<file path="src/rtl/rv32i_gcd_host_if.sv">
// Host-side job controller for the RV32I core's GCD port: issues operands, infers completion from result stability.
// Optional feature: define GCD_HOST_ZERO_BYPASS_EN to answer jobs with a zero operand directly, without starting the core.
module rv32i_gcd_host_if #(
    parameter int unsigned START_CYCLES   = 2,
    parameter int unsigned MIN_CYCLES     = 8,
    parameter int unsigned STABLE_CYCLES  = 16,
    parameter int unsigned TIMEOUT_CYCLES = 4096,
    parameter int unsigned CNT_W          = 16,
    localparam int unsigned DATA_W        = 32
) (
    input  logic              clk,
    input  logic              rst_n,
    input  logic              in_valid,
    output logic              in_ready,
    input  logic [DATA_W-1:0] in_a,
    input  logic [DATA_W-1:0] in_b,
    output logic              out_valid,
    input  logic              out_ready,
    output logic [DATA_W-1:0] out_result,
    output logic              out_timeout,
    output logic              busy,
    output logic              calc_start,
    output logic [DATA_W-1:0] gcd_a,
    output logic [DATA_W-1:0] gcd_b,
    input  logic [DATA_W-1:0] gcd_result
);

    localparam logic [1:0] S_IDLE  = 2'd0;
    localparam logic [1:0] S_START = 2'd1;
    localparam logic [1:0] S_RUN   = 2'd2;
    localparam logic [1:0] S_DONE  = 2'd3;

    localparam logic [CNT_W-1:0] START_LAST = CNT_W'(START_CYCLES - 1);
    localparam logic [CNT_W-1:0] MIN_C      = CNT_W'(MIN_CYCLES);
    localparam logic [CNT_W-1:0] STABLE_C   = CNT_W'(STABLE_CYCLES);
    localparam logic [CNT_W-1:0] TIMEOUT_C  = CNT_W'(TIMEOUT_CYCLES);
    localparam logic [CNT_W-1:0] CNT_MAX    = '1;

    logic [1:0]        state_q,       state_d;
    logic [CNT_W-1:0]  start_cnt_q,   start_cnt_d;
    logic [CNT_W-1:0]  elapsed_q,     elapsed_d;
    logic [CNT_W-1:0]  stab_q,        stab_d;
    logic [DATA_W-1:0] prev_q,        prev_d;
    logic              calc_start_q,  calc_start_d;
    logic              out_valid_q,   out_valid_d;
    logic [DATA_W-1:0] out_result_q,  out_result_d;
    logic              out_timeout_q, out_timeout_d;
    logic [DATA_W-1:0] gcd_a_q,       gcd_a_d;
    logic [DATA_W-1:0] gcd_b_q,       gcd_b_d;

    // State and datapath registers
    always_ff @(posedge clk or negedge rst_n) begin
        if (!rst_n) begin
            state_q       <= S_IDLE;
            start_cnt_q   <= '0;
            elapsed_q     <= '0;
            stab_q        <= '0;
            prev_q        <= '0;
            calc_start_q  <= 1'b0;
            out_valid_q   <= 1'b0;
            out_result_q  <= '0;
            out_timeout_q <= 1'b0;
            gcd_a_q       <= '0;
            gcd_b_q       <= '0;
        end else begin
            state_q       <= state_d;
            start_cnt_q   <= start_cnt_d;
            elapsed_q     <= elapsed_d;
            stab_q        <= stab_d;
            prev_q        <= prev_d;
            calc_start_q  <= calc_start_d;
            out_valid_q   <= out_valid_d;
            out_result_q  <= out_result_d;
            out_timeout_q <= out_timeout_d;
            gcd_a_q       <= gcd_a_d;
            gcd_b_q       <= gcd_b_d;
        end
    end

    // Next-state and registered-output logic
    always_comb begin
        state_d       = state_q;
        start_cnt_d   = start_cnt_q;
        elapsed_d     = elapsed_q;
        stab_d        = stab_q;
        prev_d        = prev_q;
        calc_start_d  = calc_start_q;
        out_valid_d   = out_valid_q;
        out_result_d  = out_result_q;
        out_timeout_d = out_timeout_q;
        gcd_a_d       = gcd_a_q;
        gcd_b_d       = gcd_b_q;

        case (state_q)
            S_IDLE: begin
                if (in_valid) begin
                    gcd_a_d = in_a;
                    gcd_b_d = in_b;
`ifdef GCD_HOST_ZERO_BYPASS_EN
                    if ((in_a == '0) || (in_b == '0)) begin
                        state_d       = S_DONE;
                        out_valid_d   = 1'b1;
                        out_result_d  = (in_a == '0) ? in_b : in_a;
                        out_timeout_d = 1'b0;
                    end else
`endif
                    begin
                        state_d      = S_START;
                        calc_start_d = 1'b1;
                        start_cnt_d  = '0;
                    end
                end
            end

            S_START: begin
                if (start_cnt_q == START_LAST) begin
                    state_d      = S_RUN;
                    calc_start_d = 1'b0;
                    elapsed_d    = '0;
                    stab_d       = '0;
                    prev_d       = gcd_result;
                end else begin
                    start_cnt_d = start_cnt_q + CNT_W'(1);
                end
            end

            S_RUN: begin
                elapsed_d = elapsed_q + CNT_W'(1);
                if (gcd_result == prev_q) begin
                    stab_d = (stab_q == CNT_MAX) ? stab_q : stab_q + CNT_W'(1);
                end else begin
                    stab_d = '0;
                    prev_d = gcd_result;
                end
                // Stability is checked first so a simultaneous timeout is not flagged
                if ((elapsed_d >= MIN_C) && (stab_d >= STABLE_C)) begin
                    state_d       = S_DONE;
                    out_valid_d   = 1'b1;
                    out_result_d  = gcd_result;
                    out_timeout_d = 1'b0;
                end else if (elapsed_d == TIMEOUT_C) begin
                    state_d       = S_DONE;
                    out_valid_d   = 1'b1;
                    out_result_d  = gcd_result;
                    out_timeout_d = 1'b1;
                end
            end

            S_DONE: begin
                if (out_ready) begin
                    state_d     = S_IDLE;
                    out_valid_d = 1'b0;
                end
            end

            default: begin
                state_d = S_IDLE;
            end
        endcase
    end

    assign in_ready    = (state_q == S_IDLE);
    assign busy        = (state_q != S_IDLE);
    assign calc_start  = calc_start_q;
    assign out_valid   = out_valid_q;
    assign out_result  = out_result_q;
    assign out_timeout = out_timeout_q;
    assign gcd_a       = gcd_a_q;
    assign gcd_b       = gcd_b_q;

endmodule

</file>
<file path="config.mk">
export PLATFORM = sky130hd
export DESIGN_NAME = rv32i_gcd_host_if
export DESIGN_NICKNAME = d
export VERILOG_FILES = /design/src/rtl/rv32i_gcd_host_if.sv
export SDC_FILE = /design/constraint.sdc
export NUM_CORES = 1
export LEC_CHECK = 0
export BUFFER_PORTS_ARGS = -buffer_cell sky130_fd_sc_hd__clkbuf_2
export CORE_UTILIZATION = 55
export CTS_BUF_LIST = sky130_fd_sc_hd__clkbuf_4
export CTS_CLUSTER_DIAMETER = 60
export DETAILED_ROUTE_END_ITERATION = 6
export PLACE_DENSITY = 0.82
export SETUP_SLACK_MARGIN = 0.2
export SLEW_MARGIN = 0
export SYNTH_ARGS = -nofsm -noshare
export SYNTH_HDL_FRONTEND = slang
export SYNTH_SLANG_ARGS = --single-unit
export TNS_END_PERCENT = 10
</file>
<file path="constraint.sdc">
create_clock -name clk -period 3.3 [get_ports clk]
set_input_delay 0 -clock clk [delete_from_list [all_inputs] [get_ports clk]]
set_output_delay 0 -clock clk [all_outputs]
set_load 0.05 [all_outputs]
</file>
* After elaboration in Yosys (flattened, before gate mapping)
Index checks and enable logic that the tools add are counted.
** Word-level totals
- Output and inout bits :: 101
- Flip-flop bits (word level) :: 181
- Bits of input ports :: 100
- Logic and storage cells :: 72
** Cells by class
- Multiplexer cells :: 28
- Add/sub/neg operators :: 3
- Reductions and logical operators :: 15
- Order comparisons :: 2
- Eq/ne operators :: 13
** Operators by type and width (number)
- $mux 32 :: 4
- $mux 16 :: 6
- $pmux 16 s2 :: 3
- $pmux 32 s2 :: 1
- $add 16x1->16 const B :: 3
- $eq 32x32->1 :: 1
- $eq 16x1->1 const B :: 1
- $eq 16x13->1 const B :: 1
- $eq 16x16->1 const B :: 1
- $ge 16x4->1 const B :: 1
- $ge 16x5->1 const B :: 1
- $reduce_and 3->1 :: 4
- $mux 2 :: 5
- $ne 2x2->1 const B :: 5
- $reduce_bool 2->1 :: 5
- $pmux 2 s4 :: 1
- $mux 1 :: 6
- $reduce_and 2->1 :: 3
- $eq 2x2->1 const B :: 2
- $pmux 1 s2 :: 2
- $reduce_and 4->1 :: 1
- $ne 3x3->1 const B :: 1
- $eq 2x1->1 const B :: 1
- $logic_not 2->1 :: 1
- $logic_and 1x1->1 :: 1

* Depth between registers and ports, before layout
- Word-level depth :: 8
- Depth in mapped cells :: 11
- Mapped depth without buffers :: 10

* Worst setup path before layout
OpenSTA, ideal clock, no wires.
- Kind :: flip-flop to flip-flop
- Start point :: register stab_q[0]
- End point :: register out_result_q[10], in the netlist out_result[10]
- Slack :: 0.536 ns
- Library setup time :: 0.125 ns
- Data required time :: 3.175 ns
- Period minus slack after synthesis :: 2.764 ns
- Arrival :: 2.639 ns
- Cell stages (with the launch flop) :: 11
- Path buffers :: 1
- Cells stage by stage :: dfrtp_1 > ha_1 > nand4_1 > nor4_1 > mux2i_1 > nand4_1 > o41a_1 > a2bb2oi_2 > nand2_2 > buf_6 > mux2_4
** On the way
- Word-level cells in the longest chain between the ends :: 8
- Elaborated cells between the ends (all ways) :: 10
- Those cells by class :: add/sub (1); order compare (1); eq/ne (1); mux (4); reduce/logical (3)
** RTL lines
- start, declared :: RTL line 42 : logic [CNT_W-1:0] stab_q, stab_d;
- start signal, assigned :: RTL line 69 : stab_q <= stab_d;
- $add 16x1->16 / $eq 16x16->1 (equally long branches) :: RTL line 130 : stab_d = (stab_q == CNT_MAX) ? stab_q : stab_q + CNT_W'(1);
- $mux 16 * :: RTL line 130
- $mux 16 * :: RTL line 129 : if (gcd_result == prev_q) begin
- $mux 16 * :: RTL line 94 : case (state_q)
- $ge 16x5->1 * :: RTL line 136 : if ((elapsed_d >= MIN_C) && (stab_d >= STABLE_C)) begin
- $logic_and 1x1->1 * :: RTL line 136
- $reduce_bool 2->1 (no source line)
- $reduce_and 2->1 (no source line)
- end signal, assigned :: RTL line 73 : out_result_q <= out_result_d;
- end, declared :: RTL line 46 : logic [DATA_W-1:0] out_result_q, out_result_d;
Mark *: on every way between the ends. The rest lies on a longest branch, timed or not. The select of a mux whose other input is x is not followed.
A chain may end at the register's enable or synchronous reset.

* Worst setup path in the final report
- Start point :: register stab_q[0]
- End point :: register out_result_q[16], in the netlist out_result[16]
Same word-level chain as after synthesis.

==> run_results.csv <==
group,metric,value,unit
synth,synth_area_leaders,"dfrtp_1, mux2_2, mux2_4",
cts,cts_sinks,181,
setup_path,cpMaxStageDelayCell,"dfrtp_1",
grt,antenna_found_initial,2,
synth,synth-edff-count,0,
placed_design,place_congestion,0.898,
synth,async_flop_share,1.00,
sta,fin_skew,0.0209,ns
sta,setup_tns,0,ns
synth,synth_sequential_area_ratio,0.541,
cts,cts-buffers-inserted,17,
power,power_frac_clock,0.138,
outcome,status,"finished with violations",
sta,min_period,2.95,ns
drt,vias,6598,
final_layout,final_core_util,0.750,
final_layout,instances_no_fill,1188,
drt,first_pass_iters,7,
setup_path,arrival,3.42,ns
final_layout,post-route-cell-area,0.0110,mm^2
drt,vias_per_cell,5.55,
outcome,violations,"DRC",
power,peakVddDrop,0.761,mV
synth,synth_cell_types,54,
final_layout,drive_gt1_frac,0.395,
setup_path,path_max_fanout,9,
power,p_sw_frac,0.466,
drt,antenna_left,0,
setup_path,crit_type,"flop to flop",
sta,fin_crit_sh,0.893,
setup_path,cpPeakStageDelay,0.46,ns
setup_path,path_cells,"buf_4, and4_1, nand3_1, a21oi_1, a32oi_1, o41a_1, a2bb2oi_2, nand2_4, buf_12, mux2_4",
setup_path,startpoint_type,"flop",
setup_path,reg2reg_slack,0.35,ns
final_layout,area_growth,31.5,%
job,max_cap_viol_count,0,
floorplanning,fp.coreArea,0.0147,mm^2
drt,routed_wl,22600,um
final_layout,regArea,0.00453,mm^2
sta,drv_slew,0,
final_layout,multiInputGateArea,0.00373,mm^2
setup_path,crit_family,"compound AO/OA/AOI/OAI gates",
cts,cts_tree,"done",
power,p_seq_frac,0.382,
power,pwr-share-comb,0.481,
sta,worst_pin_slew,1.09,ns
placed_design,place_hpwl,13500,um
cts,root_buffer,"clkbuf_4",
drt,drc,1,
grt,first_global_vias,7040,
final_layout,layout.nets,1097,
sta,hold_viol,0,
grt,grt_pass1_wl,36100,um
sta,slew_headroom,0.271,
cts,clockBufferDepth,2,
placed_design,postPlaceCellArea,0.00962,mm^2
synth,ys.flop_type,"dfrtp_1",
synth,yosys.area.top_type,"dfrtp_1",
cts,clk_pin_slew,0.16,ns
grt,overflow,0,
power,powerDensity,802,mW/mm^2
floorplanning,die-height,125,um
grt,track_usage,0.298,
synth,synth.avg_cell_area,12.3,um^2
drt,first_iter_violations,441,
sta,rsz0062_at_grt,"yes",
grt,grt_max_degree,72,
power,p_int,4.72,mW
floorplanning,die_w,125,um
synth,syn_area,0.00838,mm^2
floorplanning,die_area,0.0157,mm^2
synth,synth_top_area_frac,0.541,
placed_design,portBuffers,200,
power,power.leakage,5.30,nW
synth,synth_cells,681,
cts,clock_latency,0.58,ns
setup_path,required,3.77,ns
synth,yosys_warnings,0,
floorplanning,io_pins,201,
min_path,hold_path_class,"input pin to flop",
setup_path,end_kind,"flop",
synth,synth_nets,789,
floorplanning,start_util,0.570,
synth,ys_seq_elements,181,
sta,max_freq,339,MHz
placed_design,placedCellCount,1050,
cts,cts-htree-levels,4,
floorplanning,rows,44,
drt,avgRoutedWirePerCell,19.0,um
sta,setup_viol,0,
final_layout,fillers,917,
power,switching_power,4.12,mW
setup_path,crit_buf_inv,2,
## logic make-up (layout without fill, tap and decap cells)
family	count (synthesis)	after routing	share of synthesized area
xor+xnor	53	53	0.0554
flops	181	181	0.541
mux	134	134	0.193
buf+inv	39	360	0.0212
simple gates	173	173	0.106
compound gates	93	93	0.0720
fa+ha+maj	8	8	0.0119
other cells	0	2	0
## synth_stat cells, drive strengths merged (10+ instances only)
cell,number
a21oi,14
clkbuf,20
dfrtp,181
inv,10
mux2,130
nand2,41
nand3,22
nand4,18
nor2,38
nor3,12
nor4,17
o21ai,40
xor2,45
## flip-flops by register name (all words and copies together) (netlist names)
signal,count
stab_q,16
out_result,32
prev_q,32
elapsed_q,16
out_valid,1
gcd_a,32
calc_start,1
gcd_b,32
start_cnt_q,16
out_timeout,1
state_q,2
## cells in the final DEF (no fill, tap or decap), types with 3 or more instances in the layout
master / count
clkbuf_4: 17
nor3_1: 9
inv_8: 4
nand4_1: 17
nor4_1: 15
buf_12: 3
o31ai_1: 8
nor2_1: 37
ha_1: 7
mux2i_1: 4
nand3_1: 21
a22o_1: 3
o22a_1: 3
clkinv_4: 3
mux2_4: 30
buf_4: 13
dlygate4sd3_1: 100
and2_1: 4
nor3_2: 3
and4_1: 7
xnor2_1: 8
nand2_1: 39
a21oi_1: 13
o21ai_0: 38
and3_1: 5
xor2_1: 45
mux2_2: 99
or3_1: 3
a31oi_1: 4
inv_6: 3
dfrtp_1: 180
inv_1: 10
clkbuf_2: 199
## worst paths after layout
kind | start | end | cells past startpoint
min in group asynchronous | rst_n | elapsed_q[7]$_DFFE_PN0P_ | 4
max in group asynchronous | rst_n | stab_q[1]$_DFFE_PN0P_ | 4
setup reg to reg | stab_q[0]$_DFFE_PN0P_ | out_result[16]$_DFFE_PN0P_ | 10
hold reg to reg | gcd_b[10]$_DFFE_PN0P_ | gcd_b[10]$_DFFE_PN0P_ | 1
setup / recovery | stab_q[0]$_DFFE_PN0P_ | out_result[16]$_DFFE_PN0P_ | 10
hold / removal | in_a[22] | gcd_a[22]$_DFFE_PN0P_ | 3
## layer usage
metal / wire length (um) / track usage
met1: 8990 / 0.342
met3: 1090 / 0.0727
met5: 0 / 0
met4: 699 / 0.120
met2: 11900 / 0.534
## power by group through the flow
stage	clock, mW	combinational [mW]	sequential [mW]
6_report	1.22	4.25	3.37
5_1_grt	1.34	4.47	3.44
4_1_cts	1.24	4.16	3.30
3_5_place_dp	0	4.07	3.34
3_3_place_gp	0	3.97	3.29
2_1_floorplan	0	1.64	4.72
## per-stage QoR
step	hold slack, ns	power [mW]	worst slack (ns)
final	0.171	8.84	0.354
after global routing	0.123	9.24	0.194
after CTS	0.116	8.71	0.222
after detailed placement	0.0620	7.41	0.183
after global placement	0.0554	7.26	0.258
after floorplan	-0.296	6.36	0.536
## layout make-up
type / instances / area share
diodes: 2 / 0.000454
clock inverters: 15 / 0.0132
multi-input cells: 461 / 0.338
clock buffers: 17 / 0.0116
repair buffers: 318 / 0.201
well taps: 184 / 0.0209
flip-flops and latches: 181 / 0.411
inverters: 10 / 0.00341
## timing repair
item / CTS / global route
setup buffers: 0 / 2
gates resized for setup: 1 / 11
hold buffers: 101 / 0
cloned: 0 / 1
endpoints found under the hold margin: 266 / 0
setup endpoints to repair: 12 / 32
## worst min-delay path, cell delays in order
cell,delay [ns]
dlygate4sd3_1,0.52
clkbuf_2,0.09
mux2_2,0.13
(Power assumes the default switching activity.)
